<file path="src/rtl/hawk_req_router.sv">
`default_nettype none
// ============================================================================
// Module      : hawk_req_router
// Description : One-to-many request router. Decodes a destination index from
//               the upstream request, forwards it to exactly one server, and
//               returns that server's response upstream with a done pulse.
//               Out-of-range indices and hung servers complete upstream with
//               an all-ones error response and set sticky error flags.
// Revision    : 1.0 - initial release
// ============================================================================
module hawk_req_router #(
  parameter int unsigned Breq        = 16,
  parameter int unsigned Brsp        = 16,
  parameter int unsigned output_cnt  = 3,
  parameter int unsigned SEL_LSB     = 14,
  parameter int unsigned TIMEOUT_CYC = 8
) (
  input  logic                                clk_i,
  input  logic                                rst_i,
  input  logic [Breq-1:0]                     in_req,
  input  logic                                in_valid,
  output logic [Brsp-1:0]                     in_rsp,
  output logic                                in_done,
  output logic [output_cnt-1:0][Breq-1:0]     out_req,
  output logic [output_cnt-1:0]               out_valid,
  input  logic [output_cnt-1:0][Brsp-1:0]     out_rsp,
  input  logic [output_cnt-1:0]               out_done,
  output logic [$clog2(output_cnt)-1:0]       cur_sel,
  output logic                                err_decode,
  output logic                                err_timeout,
  input  logic                                err_clr
);

  localparam int unsigned c_SELW = $clog2(output_cnt);
  localparam int unsigned c_CNTW = (TIMEOUT_CYC == 0) ? 1 : $clog2(TIMEOUT_CYC + 1);
  localparam logic [c_CNTW-1:0] c_CNT_MAX  = {c_CNTW{1'b1}};
  localparam logic [c_CNTW-1:0] c_CNT_LAST = c_CNTW'((TIMEOUT_CYC == 0) ? 0 : TIMEOUT_CYC - 1);

  typedef enum logic [1:0] {
    S_IDLE  = 2'd0,
    S_ISSUE = 2'd1,
    S_RESP  = 2'd2,
    S_ERR   = 2'd3
  } state_t;

  state_t                          r_state;
  logic [c_SELW-1:0]               r_sel;
  logic [c_CNTW-1:0]               r_cnt;
  logic [Brsp-1:0]                 r_rsp;
  logic                            r_done;
  logic [output_cnt-1:0]           r_out_valid;
  logic [output_cnt-1:0][Breq-1:0] r_out_req;
  logic                            r_err_decode;
  logic                            r_err_timeout;

  logic [c_SELW-1:0]               w_sel;
  logic                            w_sel_ok;
  logic [output_cnt-1:0]           w_new_valid;
  logic [output_cnt-1:0][Breq-1:0] w_new_req;
  logic                            w_tgt_done;
  logic [Brsp-1:0]                 w_tgt_rsp;
  logic                            w_timeout;
  logic                            w_set_decode;
  logic                            w_set_timeout;

  // Destination index taken straight from the incoming word; only used in IDLE.
  assign w_sel    = in_req[SEL_LSB +: c_SELW];
  assign w_sel_ok = (32'(w_sel) < output_cnt);

  // Timeout fires on the last allowed ISSUE cycle; disabled when TIMEOUT_CYC is 0.
  assign w_timeout = (TIMEOUT_CYC != 0) && (r_cnt == c_CNT_LAST);

  assign w_set_decode  = (r_state == S_IDLE) && in_valid && !w_sel_ok;
  assign w_set_timeout = (r_state == S_ISSUE) && !w_tgt_done && w_timeout;

  // Lane steering for a new request and selection of the targeted server's done/response.
  always_comb begin
    w_new_valid = '0;
    w_new_req   = '0;
    w_tgt_done  = 1'b0;
    w_tgt_rsp   = '0;
    for (int i = 0; i < int'(output_cnt); i++) begin
      if (w_sel == c_SELW'(i)) begin
        w_new_valid[i] = 1'b1;
        w_new_req[i]   = in_req;
      end
      if (r_sel == c_SELW'(i)) begin
        w_tgt_done = out_done[i];
        w_tgt_rsp  = out_rsp[i];
      end
    end
  end

  // Main routing state machine; all request-path outputs are registered here.
  always_ff @(posedge clk_i or posedge rst_i) begin
    if (rst_i) begin
      r_state     <= S_IDLE;
      r_sel       <= '0;
      r_cnt       <= '0;
      r_rsp       <= '0;
      r_done      <= 1'b0;
      r_out_valid <= '0;
      r_out_req   <= '0;
    end else begin
      case (r_state)
        S_IDLE: begin
          r_done      <= 1'b0;
          r_rsp       <= '0;
          r_out_valid <= '0;
          r_out_req   <= '0;
          if (in_valid) begin
            if (w_sel_ok) begin
              // The registered lane request doubles as the request latch.
              r_sel       <= w_sel;
              r_cnt       <= '0;
              r_out_valid <= w_new_valid;
              r_out_req   <= w_new_req;
              r_state     <= S_ISSUE;
            end else begin
              r_done  <= 1'b1;
              r_rsp   <= {Brsp{1'b1}};
              r_state <= S_ERR;
            end
          end
        end

        S_ISSUE: begin
          if (r_cnt != c_CNT_MAX) begin
            r_cnt <= r_cnt + 1'b1;
          end
          // A server done beats a simultaneous timeout.
          if (w_tgt_done) begin
            r_rsp       <= w_tgt_rsp;
            r_done      <= 1'b1;
            r_out_valid <= '0;
            r_out_req   <= '0;
            r_state     <= S_RESP;
          end else if (w_timeout) begin
            r_rsp       <= {Brsp{1'b1}};
            r_done      <= 1'b1;
            r_out_valid <= '0;
            r_out_req   <= '0;
            r_state     <= S_ERR;
          end
        end

        S_RESP, S_ERR: begin
          r_done  <= 1'b0;
          r_rsp   <= '0;
          r_state <= S_IDLE;
        end

        default: begin
          r_done      <= 1'b0;
          r_rsp       <= '0;
          r_out_valid <= '0;
          r_out_req   <= '0;
          r_state     <= S_IDLE;
        end
      endcase
    end
  end

  // Sticky error flags: a new error event takes priority over a clear.
  always_ff @(posedge clk_i or posedge rst_i) begin
    if (rst_i) begin
      r_err_decode  <= 1'b0;
      r_err_timeout <= 1'b0;
    end else begin
      if (w_set_decode) begin
        r_err_decode <= 1'b1;
      end else if (err_clr) begin
        r_err_decode <= 1'b0;
      end
      if (w_set_timeout) begin
        r_err_timeout <= 1'b1;
      end else if (err_clr) begin
        r_err_timeout <= 1'b0;
      end
    end
  end

  assign in_rsp      = r_rsp;
  assign in_done     = r_done;
  assign out_valid   = r_out_valid;
  assign out_req     = r_out_req;
  assign cur_sel     = r_sel;
  assign err_decode  = r_err_decode;
  assign err_timeout = r_err_timeout;

  a_valid_onehot: assert property (@(posedge clk_i) disable iff (rst_i) $onehot0(out_valid));
  a_done_pulse:   assert property (@(posedge clk_i) disable iff (rst_i) in_done |=> !in_done);

endmodule
`default_nettype wire

</file>
<file path="config.mk">
export PLATFORM = sky130hd
export DESIGN_NAME = hawk_req_router
export DESIGN_NICKNAME = d
export VERILOG_FILES = /design/src/rtl/hawk_req_router.sv
export SDC_FILE = /design/constraint.sdc
export NUM_CORES = 1
export LEC_CHECK = 0
export BUFFER_PORTS_ARGS = -buffer_cell sky130_fd_sc_hd__buf_2
export CORE_MARGIN = 5
export CORE_UTILIZATION = 45
export DETAILED_ROUTE_END_ITERATION = 8
export PLACE_DENSITY = 0.88
export SYNTH_ARGS = -nofsm -noshare
export SYNTH_HDL_FRONTEND = slang
export SYNTH_SLANG_ARGS = --single-unit
</file>
<file path="constraint.sdc">
create_clock -name clk_i -period 2.2 [get_ports clk_i]
set_clock_uncertainty 0.05 [all_clocks]
set_input_delay 0.11 -clock clk_i [delete_from_list [all_inputs] [get_ports clk_i]]
set_output_delay 0.11 -clock clk_i [all_outputs]
set_load 0.05 [all_outputs]
</file>
==> metrics.md <==
| Metric | Value |
|---|---|
| Area occupied by multi-input gates | `~0.0017 mm^2` |
| Port bufs | `142` |
| Critical path depth in cells | `3` |
| Final Cycle Share | `0.929` |
| CP max-delay cell | `o21ai_4` |
| Slew headroom | `0.295` |
| Max-capacitance violation count | `0` |
| Fin nets | `around 600` |
| DRT Pass-1 Iters | `5` |
| Cells after synthesis | `between 300 and 400` |
| Final hold violation count | `0` |
| Post-route antenna net violation count | `0` |
| CTS sink count | `76` |
| Mapped Area | `roughly 0.004 mm^2` |
| Drt wl/cell | `18.0 um` |
| Hold Crit Depth | `3` |
| Clock Tree Root | `clkbuf_8` |
| # IOs | `143` |
| Final setup fails | `0` |
| Post-synthesis cell type count | `35` |
| Commonest non-fill, non-tap cells in the layout | `142 x buf_2, 74 x nand3_1, 74 x dfrtp_1, 31 x nand2_1, 30 x a32oi_1` |
| Flops & latches, synth | `76` |
| FFs w/ async S/R, synth | `1.00` |
| Worst r2r src | `cur_sel[0]` |
| Worst Hold Class | `in -> reg` |
| Largest net degree at the start of global routing | `47` |
| Clk Latency, worst-skew pair | `350 ps` |
| Placer Congestion | `0.809` |
| Crit path buffers/inverters | `0` |
| Die ar. | `0.0107 mm^2` |
| Status | `complete, no violations` |
| CTS Buffer Depth | `2` |
| Worst ir drop on vdd | `~0.58 mV` |
| Synthesized area per cell | `9.90 um^2` |
| Post-CTS Setup Inserts | `0` |
| Drt total wl | `11500 um` |
| Leakage | `0.00228 uW` |
| Worst Path Arrival | `2160 ps` |
| Total number of H-tree levels | `3` |
| FF+latch area | `0.00190 mm^2` |
| Gr usage total | `0.211` |
| Fillers | `764` |
| Core ar. | `0.00859 mm^2` |
| Critical path required time | `roughly 2300 ps` |
| Initial Utilization | `0.456` |
| Std-Cell Rows | `34` |
| Finished Core Util | `0.574` |
| Worst hold slack | `7.15 ps` |
| CTS tree | `done` |
| Critical Path Sink Type | `flop` |
| CP cell instances | `mux2i_4 > o21ai_4 > o211ai_1` |
| Vias in the first global route | `3593` |
| Die H | `between 100 and 150 um` |
| Clk slew on worst S/H paths | `about 90 ps` |
| Post-synth EDFFs | `0` |
| Vias/cell | `5.91` |
| R2R cell count | `3` |
| Most used DFF post-synth | `dfrtp_1` |
| Critical Path Fanout Max | `45` |
| Max Clk Rate | `between 400 and 500 MHz` |
| Area Overhead vs Synth | `25.9%` |
| Delay-heaviest family, CP | `compound AO/OA/AOI/OAI gates` |
| Die width | `103 um` |
| RSZ-0062 raised after global routing | `false` |
| Via Count | `around 3800` |
| Crit path launch | `cur_sel[0]` |
| First-pass GRT wire length | `17900 um` |
| Min Tclk post-route | `about 2000 ps` |
| Share of cells above drive strength 1 | `0.380` |
| Post-synth net total | `468` |
| DP Wirelength | `between 8000 and 9000 um` |
| Slew Viols, Final | `0` |
| Startpoint types | `flop` |
| Synth Warn # | `0` |
| Slowest cell delay on critical path | `820 ps` |
| Power Dens Cells | `between 1000 and 1500 mW/mm^2` |
| TritonCTS Buffers | `9` |
| Diodes inserted | `0` |
| Drt initial violations | `223` |
| Worst-Margin Slew | `1050 ps` |
| Total global routing overflow | `0` |
| Initial antenna violation count | `0` |
| Commonest non-fill, non-tap cell in the layout | `buf_2` |
| Final setup TNS | `0 ps` |
| CP Class | `reg -> reg` |
| Sequential-to-total area share from yosys stat | `0.485` |
| Total power | `roughly 6300 uW` |
| Hold Path Origin | `in_req[3]` |
| Remaining DRCs | `0` |
## cell type report
class,instances,area share
clock buffers,11,0.0307
clock inverters,5,0.00735
inverters,22,0.0170
multi-input cells,256,0.352
flip-flops and latches,76,0.386
well taps,108,0.0274
repair buffers,162,0.180
## cells in the mapped netlist, types with 5 or more instances
cell type / instances / area share
nand3_1: 74 / 0.094
a32oi_1: 30 / 0.067
clkbuf_1: 19 / 0.018
dfrtp_1: 76 / 0.49
a21boi_0: 5 / 0.0096
mux2_2: 18 / 0.052
o21ai_0: 20 / 0.026
a22oi_1: 20 / 0.038
nand2_1: 31 / 0.030
o211ai_1: 29 / 0.056
inv_1: 22 / 0.021
buf_2: 14 / 0.018
## stage by stage
stage	cells	setup WS, ps	cell area (um^2)
3_5_place_dp	619	180	4700
4_1_cts	640	170	4930
3_3_place_gp	619	299	4700
6_report	640	157	4930
2_1_floorplan	396	102	3920
5_1_grt	640	0.922	4930
## repair_timing
item	4_1_cts	5_1_grt
hold endpoints to repair	40	0
hold buffers	5	0
resized for setup	0	0
## worst reg2reg max path: stages (launching register included)
cell,delay [ps]
dfrtp_1,470
mux2i_4,260
o21ai_4,820
o211ai_1,270
## power breakdown
part / switching, uW / total [uW] / leakage, uW / internal, uW
sequential: 319 / 2060 / 0.00102 / 1740
clock: 525 / 996 / 0.0000876 / 471
combinational: 2300 / 3220 / 0.00117 / 920
## registers in the layout (all words and copies together) (netlist names)
name / flops
cur_sel: 2
err_decode: 1
err_timeout: 1
in_done: 1
in_rsp: 16
out_req: 47
out_valid: 2
r_cnt: 4
r_state: 2
## cells by family after synthesis
kind of cell / synth area share
mux: 0.0575
buf+inv: 0.0760
compound gates: 0.225
fa+ha+maj: 0.00319
flops: 0.485
simple gates: 0.153
## routing by layer
layer | track usage | vias to the layer above | part of all wire
li1 | - | 1747 | -
met1 | 0.282 | 1841 | 0.41
met2 | 0.347 | 172 | 0.51
met3 | 0.0329 | 25 | 0.061
met4 | 0.0767 | 0 | 0.018
met5 | 0 | - | 0
## path summary, 6_finish.rpt
path | endpoint | slack, ps
worst max-delay path | out_req[20] | 160
worst min-delay path | out_req[19] | 7
worst max register to register | out_req[20] | 160
worst min register to register | in_rsp[12] | 460
max in group asynchronous | r_state[0] | 1170
min in group asynchronous | out_req[8] | 280
Power figures use the tool's default switching activity.
